$ cat src/rtl/mc_ctrl_fsm.sv
// Multi-cycle control FSM for the 32-bit CPU datapath: sequences fetch/decode/execute/memory/writeback.
// Optional feature: define MC_ILLEGAL_TRAP_EN to trap undecoded opcodes in a TRAP state with illegal_op.
module mc_ctrl_fsm #(
    parameter int MEM_TIMEOUT = 16
) (
    input  logic       clk,
    input  logic       rst,
    input  logic [5:0] opcode,
    input  logic [5:0] funct,
    input  logic       alu_zero,
    input  logic       mem_ready,
    output logic       pc_write,
    output logic       ir_write,
    output logic       mem_req,
    output logic       mem_we,
    output logic       iord,
    output logic       reg_write,
    output logic       reg_dst,
    output logic       mem_to_reg,
    output logic       alu_src_a,
    output logic [1:0] alu_src_b,
    output logic [1:0] alu_op,
    output logic [1:0] pc_src,
    output logic       ext_zero,
    output logic       halted,
    output logic       mem_err
`ifdef MC_ILLEGAL_TRAP_EN
    ,
    output logic       illegal_op
`endif
);

    typedef enum logic [3:0] {
        FETCH, DECODE, EXEC_R, WB_R, EXEC_I, WB_I, ADDR,
        MEM_RD, WB_MEM, MEM_WR, BRANCH, JUMP, HALT, TRAP
    } state_t;

    localparam int CW = (MEM_TIMEOUT > 1) ? $clog2(MEM_TIMEOUT) : 1;
    localparam logic [CW-1:0] LIMIT = CW'((MEM_TIMEOUT > 0) ? MEM_TIMEOUT - 1 : 0);

    state_t        state, state_next;
    logic [CW-1:0] cnt;
    logic          mem_err_q;
    logic          mem_state, timeout_hit;

    // funct is decoded by the external ALU control when alu_op = 10
    logic unused_funct;
    assign unused_funct = ^funct;

    logic is_rtype, is_addi, is_andi, is_ori, is_lw, is_sw, is_beq, is_bne, is_j;
    assign is_rtype = (opcode == 6'b000000);
    assign is_addi  = (opcode == 6'b001000);
    assign is_andi  = (opcode == 6'b001100);
    assign is_ori   = (opcode == 6'b001101);
    assign is_lw    = (opcode == 6'b100011);
    assign is_sw    = (opcode == 6'b101011);
    assign is_beq   = (opcode == 6'b000100);
    assign is_bne   = (opcode == 6'b000101);
    assign is_j     = (opcode == 6'b000010);

    assign mem_state   = (state == FETCH) || (state == MEM_RD) || (state == MEM_WR);
    assign timeout_hit = (MEM_TIMEOUT != 0) && mem_state && !mem_ready && (cnt == LIMIT);

    always_ff @(posedge clk or posedge rst) begin
        if (rst) begin
            state     <= FETCH;
            cnt       <= '0;
            mem_err_q <= 1'b0;
        end else begin
            state <= state_next;
            if (state_next != state || !mem_state)
                cnt <= '0;
            else if (!mem_ready)
                cnt <= cnt + CW'(1);
            if (timeout_hit)
                mem_err_q <= 1'b1;
        end
    end

    always_comb begin
        state_next = state;
        pc_write   = 1'b0;
        ir_write   = 1'b0;
        mem_req    = 1'b0;
        mem_we     = 1'b0;
        iord       = 1'b0;
        reg_write  = 1'b0;
        reg_dst    = 1'b0;
        mem_to_reg = 1'b0;
        alu_src_a  = 1'b0;
        alu_src_b  = 2'b00;
        alu_op     = 2'b00;
        pc_src     = 2'b00;
        ext_zero   = 1'b0;
        halted     = 1'b0;
        case (state)
            FETCH: begin
                mem_req   = 1'b1;
                alu_src_b = 2'b01;
                ir_write  = mem_ready;
                pc_write  = mem_ready;
                if (mem_ready)        state_next = DECODE;
                else if (timeout_hit) state_next = HALT;
            end
            DECODE: begin
                alu_src_b = 2'b11;
                if (is_rtype)                          state_next = EXEC_R;
                else if (is_addi || is_andi || is_ori) state_next = EXEC_I;
                else if (is_lw || is_sw)               state_next = ADDR;
                else if (is_beq || is_bne)             state_next = BRANCH;
                else if (is_j)                         state_next = JUMP;
`ifdef MC_ILLEGAL_TRAP_EN
                else                                   state_next = TRAP;
`else
                else                                   state_next = FETCH;
`endif
            end
            EXEC_R: begin
                alu_src_a  = 1'b1;
                alu_op     = 2'b10;
                state_next = WB_R;
            end
            WB_R: begin
                reg_write  = 1'b1;
                reg_dst    = 1'b1;
                state_next = FETCH;
            end
            EXEC_I: begin
                alu_src_a  = 1'b1;
                alu_src_b  = 2'b10;
                alu_op     = is_addi ? 2'b00 : 2'b11;
                ext_zero   = is_andi || is_ori;
                state_next = WB_I;
            end
            WB_I: begin
                reg_write  = 1'b1;
                state_next = FETCH;
            end
            ADDR: begin
                alu_src_a  = 1'b1;
                alu_src_b  = 2'b10;
                state_next = is_sw ? MEM_WR : MEM_RD;
            end
            MEM_RD: begin
                mem_req = 1'b1;
                iord    = 1'b1;
                if (mem_ready)        state_next = WB_MEM;
                else if (timeout_hit) state_next = HALT;
            end
            WB_MEM: begin
                reg_write  = 1'b1;
                mem_to_reg = 1'b1;
                state_next = FETCH;
            end
            MEM_WR: begin
                mem_req = 1'b1;
                mem_we  = 1'b1;
                iord    = 1'b1;
                if (mem_ready)        state_next = FETCH;
                else if (timeout_hit) state_next = HALT;
            end
            BRANCH: begin
                alu_src_a  = 1'b1;
                alu_op     = 2'b01;
                pc_src     = 2'b01;
                pc_write   = (is_beq && alu_zero) || (is_bne && !alu_zero);
                state_next = FETCH;
            end
            JUMP: begin
                pc_src     = 2'b10;
                pc_write   = 1'b1;
                state_next = FETCH;
            end
            HALT:    halted = 1'b1;
            default: ;
        endcase
        // Reset must silence the datapath immediately, not at the next edge
        if (rst) begin
            {pc_write, ir_write, mem_req, mem_we, iord, reg_write, reg_dst, mem_to_reg} = '0;
            {alu_src_a, alu_src_b, alu_op, pc_src, ext_zero, halted} = '0;
        end
    end

    assign mem_err = mem_err_q && !rst;

`ifdef MC_ILLEGAL_TRAP_EN
    assign illegal_op = (state == TRAP) && !rst;
`endif

endmodule

$ cat config.mk
export PLATFORM = sky130hd
export DESIGN_NAME = mc_ctrl_fsm
export DESIGN_NICKNAME = d
export VERILOG_FILES = /design/src/rtl/mc_ctrl_fsm.sv
export SDC_FILE = /design/constraint.sdc
export NUM_CORES = 1
export LEC_CHECK = 0
export BUFFER_PORTS_ARGS = -buffer_cell sky130_fd_sc_hd__buf_2
export CAP_MARGIN = 0
export CORE_MARGIN = 2
export CORE_UTILIZATION = 43
export CTS_CLUSTER_SIZE = 30
export DETAILED_ROUTE_END_ITERATION = 16
export PLACE_DENSITY = 0.74
export SYNTH_ARGS = -nofsm -noshare
export SYNTH_HDL_FRONTEND = slang
export SYNTH_SLANG_ARGS = --single-unit
$ cat constraint.sdc
create_clock -name clk -period 1.4 [get_ports clk]
set_input_delay 0.28 -clock clk [delete_from_list [all_inputs] [get_ports clk]]
set_output_delay 0.28 -clock clk [all_outputs]
set_load 0.01 [all_outputs]
Word level (Yosys, flattened, before mapping)
Cells that the tools add are included.
W data, S select, Z words.
{"block": "totals", "ff_bits": 9, "input_bits": 16, "out_inout_bits": 18, "wordCells": 95}
{"block": "classes", "add_sub_neg": 1, "eq_ne": 23, "n_mux": 42, "reduce_logical": 26}
{"operator": "$mux W4", "n": 12}
{"operator": "$pmux W4 S8", "n": 1}
{"operator": "$eq A4 B4 Y1 const B", "n": 6}
{"operator": "$mux W1", "n": 21}
{"operator": "$eq A6 B4 Y1 const B", "n": 3}
{"operator": "$eq A4 B3 Y1 const B", "n": 4}
{"operator": "$eq A6 B3 Y1 const B", "n": 2}
{"operator": "$eq A6 B6 Y1 const B", "n": 2}
{"operator": "$pmux W2 S3", "n": 2}
{"operator": "$logic_or A1 B1 Y1", "n": 9}
{"operator": "$eq A4 B2 Y1 const B", "n": 2}
{"operator": "$mux W2", "n": 4}
{"operator": "$eq A6 B2 Y1 const B", "n": 1}
{"operator": "$logic_not A6 Y1", "n": 1}
{"operator": "$reduce_or A3 Y1", "n": 2}
{"operator": "$logic_and A1 B1 Y1", "n": 5}
{"operator": "$reduce_or A5 Y1", "n": 1}
{"operator": "$add A4 B1 Y4 const B", "n": 1}
{"operator": "$eq A4 B1 Y1 const B", "n": 1}
{"operator": "$logic_not A1 Y1", "n": 4}
{"operator": "$logic_not A4 Y1", "n": 1}
{"operator": "$ne A4 B4 Y1", "n": 1}
{"operator": "$pmux W2 S2", "n": 1}
{"operator": "$reduce_or A2 Y1", "n": 2}
{"operator": "other kinds (3)", "n": 3}

Depth between registers and ports, before layout
{"block": "logic_depth", "depth_word": 11, "ltp_mapped": 5, "ltp_nobuf": 5}

Worst setup path after synthesis
No wires, ideal clock.
{"block": "synth_path", "path_kind": "reg2out", "from": "register state[3]", "to": "output port pc_write", "arrival_ns": 1.303, "required_ns": 1.120, "setup_slack_ns": -0.183, "stages_incl_launch_ff": 6, "path_buffers": 1, "path_cell_list": "dfrtp_1 clkbuf_1 inv_1 nor2_1 a31oi_1 nor4_1"}
{"block": "synth_via", "elab_chain_len": 3, "word_cells_on_any_way": 5, "cone_classes": "eq/ne (2); mux (2); reduce/logical (1)"}
{"item": "from (decl)", "line_no": "41", "source": "state_t state, state_next;"}
{"item": "from (signal assigned)", "line_no": "70", "source": "state <= state_next;"}
{"item": "$eq A4 B4 Y1 / $logic_not A4 Y1 (equally long branches)", "line_no": "96", "source": "case (state)"}
{"item": "$pmux W1 S3 (*)", "line_no": "96"}
{"item": "$mux W1 (*)", "line_no": "178", "source": "if (rst) begin"}
{"item": "to (decl)", "line_no": "12", "source": "output logic pc_write,"}
Mark *: on every way between the ends. The rest lies on a longest branch, timed or not.

Final worst setup path
{"block": "layout_path", "from": "register state[1]", "to": "output port mem_req"}
{"block": "layout_via", "elab_chain_len": 4, "word_cells_on_any_way": 6, "cone_classes": "eq/ne (2); mux (2); reduce/logical (2)"}
{"item": "$eq A4 B3 Y1 (tied with other cells)", "line_no": "96"}
{"item": "$reduce_or A3 Y1 (no source line) (*)"}
{"item": "$mux W1 (*)", "line_no": "96"}
{"item": "$mux W1 (*)", "line_no": "178"}
{"item": "to (decl)", "line_no": "14", "source": "output logic mem_req,"}
Marked as above.

==> out/qor.yml <==
end_kind: "output pin"
h-tree-depth: 1
drtPass1Iterations: 5
cp.arrival_ns: 1.60
path_class: "register to output pin"
slew_viol_final: 0
insertion_delay_ns: 0.26
powerDensity_mw_per_mm2: 2010
grt-ovfl-total: 0
gp_congestion: 0.863
setup_viol: 26
grt_pass1_vias: 1289
final_util_pct: 91.6
fmax_mhz: 532
post_drt_wl_per_cell_um: 22.3
routed_wl_um: 4820
synth_fp_nets: 134
status: "complete, but fails checks"
postCtsHoldBufs: 0
yosysSeqAreaShare_pct: 25.0
syn2layout_area_growth_pct: 99.2
via_per_inst: 6.46
grt_usage_pct: 31.4
vias: 1396
synth_edf_count: 0
period_needed_ns: 1.88
ys_warn_count: 0
slowest_delay_ns: 0.53
crit_chain: "or4_4, o211a_4, nor2_4, buf_6"
cts.path.max_buffers: 2
dp_cells: 199
setup_slack_ns: -0.478
leakagePower_uw: 0.000811
grt_max_degree: 14
maxCapViolCount: 0
drc: 0
hp-class: "primary input to async pin"
die_w_um: 49.8
ys_types: 39
nets: 207
final-hold-violation-count: 0
cts_root_buffer: "clkbuf_4"
ys_seq_elements: 9
pre_cts_slack_ns: -0.187
core-area_sq_mm: 0.00196
grt_pass1_wl_um: 5910
antenna_found_initial: 0
portBuffers: 27
cp_max_fo: 5
fp.dieArea_sq_mm: 0.00248
clock_skew_ns: 0.00553
relSlewSlack_pct: 69.5
final_antenna_net_count: 0
final_cell_mix: "38 x buf_4, 26 x buf_2, 10 x buf_6, 8 x nor3_1"
worst_pin_slew_ns: 0.454
cts_tree: "built"
rows: 16
pin_count: 34
hpwl_um: 2300
critPathSlowestCell: "or4_4"
layoutNonFillerInstCount: 216
peakVddDrop_v: 0.00136
syn_inst: 117
dieHeight_um: 49.8
cts_sinks: 9
cts.clk_slew.worst_paths_ns: 0.07
start_util_pct: 46.0
violations: "negative setup slack"
p_total_uw: 3620
final_common_cell: "buf_4"
post-route-period-util_pct: 134
diodes: 0
layout-drive-gt1-share_pct: 68.3
rsz0062_at_grt: "yes"
start_kind: "register"
drtIter0Drc: 62
synth_top_flop_cell: "dfrtp_1"
synth.avg_cell_area_sq_um: 7.71
required_ns: 1.12
syn-cell-area_sq_um: 902
cts_buffers: 3
synthArstFlopShare_pct: 100
sequential cells by signal (all words and copies together) (netlist names):
name       flops
state          4
cnt            4
mem_err_q      1
path summary, 6_finish.rpt:
path                       cells after the start        end       from  slack [ns]
max                                            4    mem_req   state[1]       -0.48
min                                            3  mem_err_q        rst        0.08
max reg2reg                                    6   state[1]   state[1]       -0.42
min reg2reg                                    2     cnt[0]     cnt[0]        0.55
max in group asynchronous                      3   state[1]        rst        1.17
min in group clk                               3     cnt[2]  mem_ready        0.37
final cells by class:
| type | instances | area, sq um |
|---|---|---|
| clock buffer | 4 | 26.3 |
| tap | 27 | 33.8 |
| inverter | 8 | 30.0 |
| multi-input combinational | 90 | 875 |
| fill | 81 | 165 |
| timing repair buffer | 78 | 603 |
| sequential | 9 | 229 |
cells in the mapped netlist (3+ instances only):
cell type	instances	share of area, %
a31oi_1	5	3.5
clkbuf_1	6	2.5
nand2_1	5	2.1
nor4_1	10	6.9
o21ai_0	3	1.7
inv_1	8	3.3
nor2_1	10	4.2
nor3_1	11	6.1
nor2b_1	5	3.5
nand2b_1	3	2.1
dfrtp_1	9	25
nand4b_1	3	2.9
critical path, delay by kind of cell (launching register included):
kind / cells / cell delay (ns)
compound gates: 1 / 0.17
buf+inv: 1 / 0.10
flops: 1 / 0.46
simple gates: 2 / 0.61
routing by layer:
layer	track usage (%)	part of all wire, %	wire (um)	up-vias
li1	-	-	-	590
met1	35.2	37	1770	674
met2	57.1	51	2470	97
met3	3.94	6.7	322	35
met4	16.2	5.5	266	0
met5	0	0	0	-
logic make-up after synthesis:
| kind of cell | Yosys count | synth area share (%) |
|---|---|---|
| AND/OR/NAND/NOR | 56 | 36.3 |
| AO/OA/AOI/OAI | 27 | 22.2 |
| buffers and inverters | 18 | 9.02 |
| flip-flops | 9 | 25.0 |
| XOR/XNOR | 4 | 3.88 |
| multiplexers | 2 | 2.22 |
| adder cells (fa/ha/maj) | 1 | 1.39 |
where the power goes:
part           switching, uW  internal (uW)  total (uW)  leakage [uW]
combinational           1480           1470        2940      0.000679
sequential               124            343         467      0.000117
clock                    101            110         211     0.0000150
through the flow:
step                cell area (sq um)  setup TNS [ns]  hold slack [ns]
global placement                 1340           -1.62            0.303
CTS                              1550           -6.58           0.0516
detailed placement               1340           -2.20            0.324
finish                           1800           -9.17           0.0777
global route                     1800          -10.43           0.0782
floorplan                         936          -0.832            0.121
repair_timing:
action,4_1_cts,5_1_grt
buffers inserted,6,7
gates cloned,0,0
resized for setup,33,43
setup endpoints to repair,26,26
pin swaps,10,8
No activity file was read; power rests on OpenSTA's default activity.
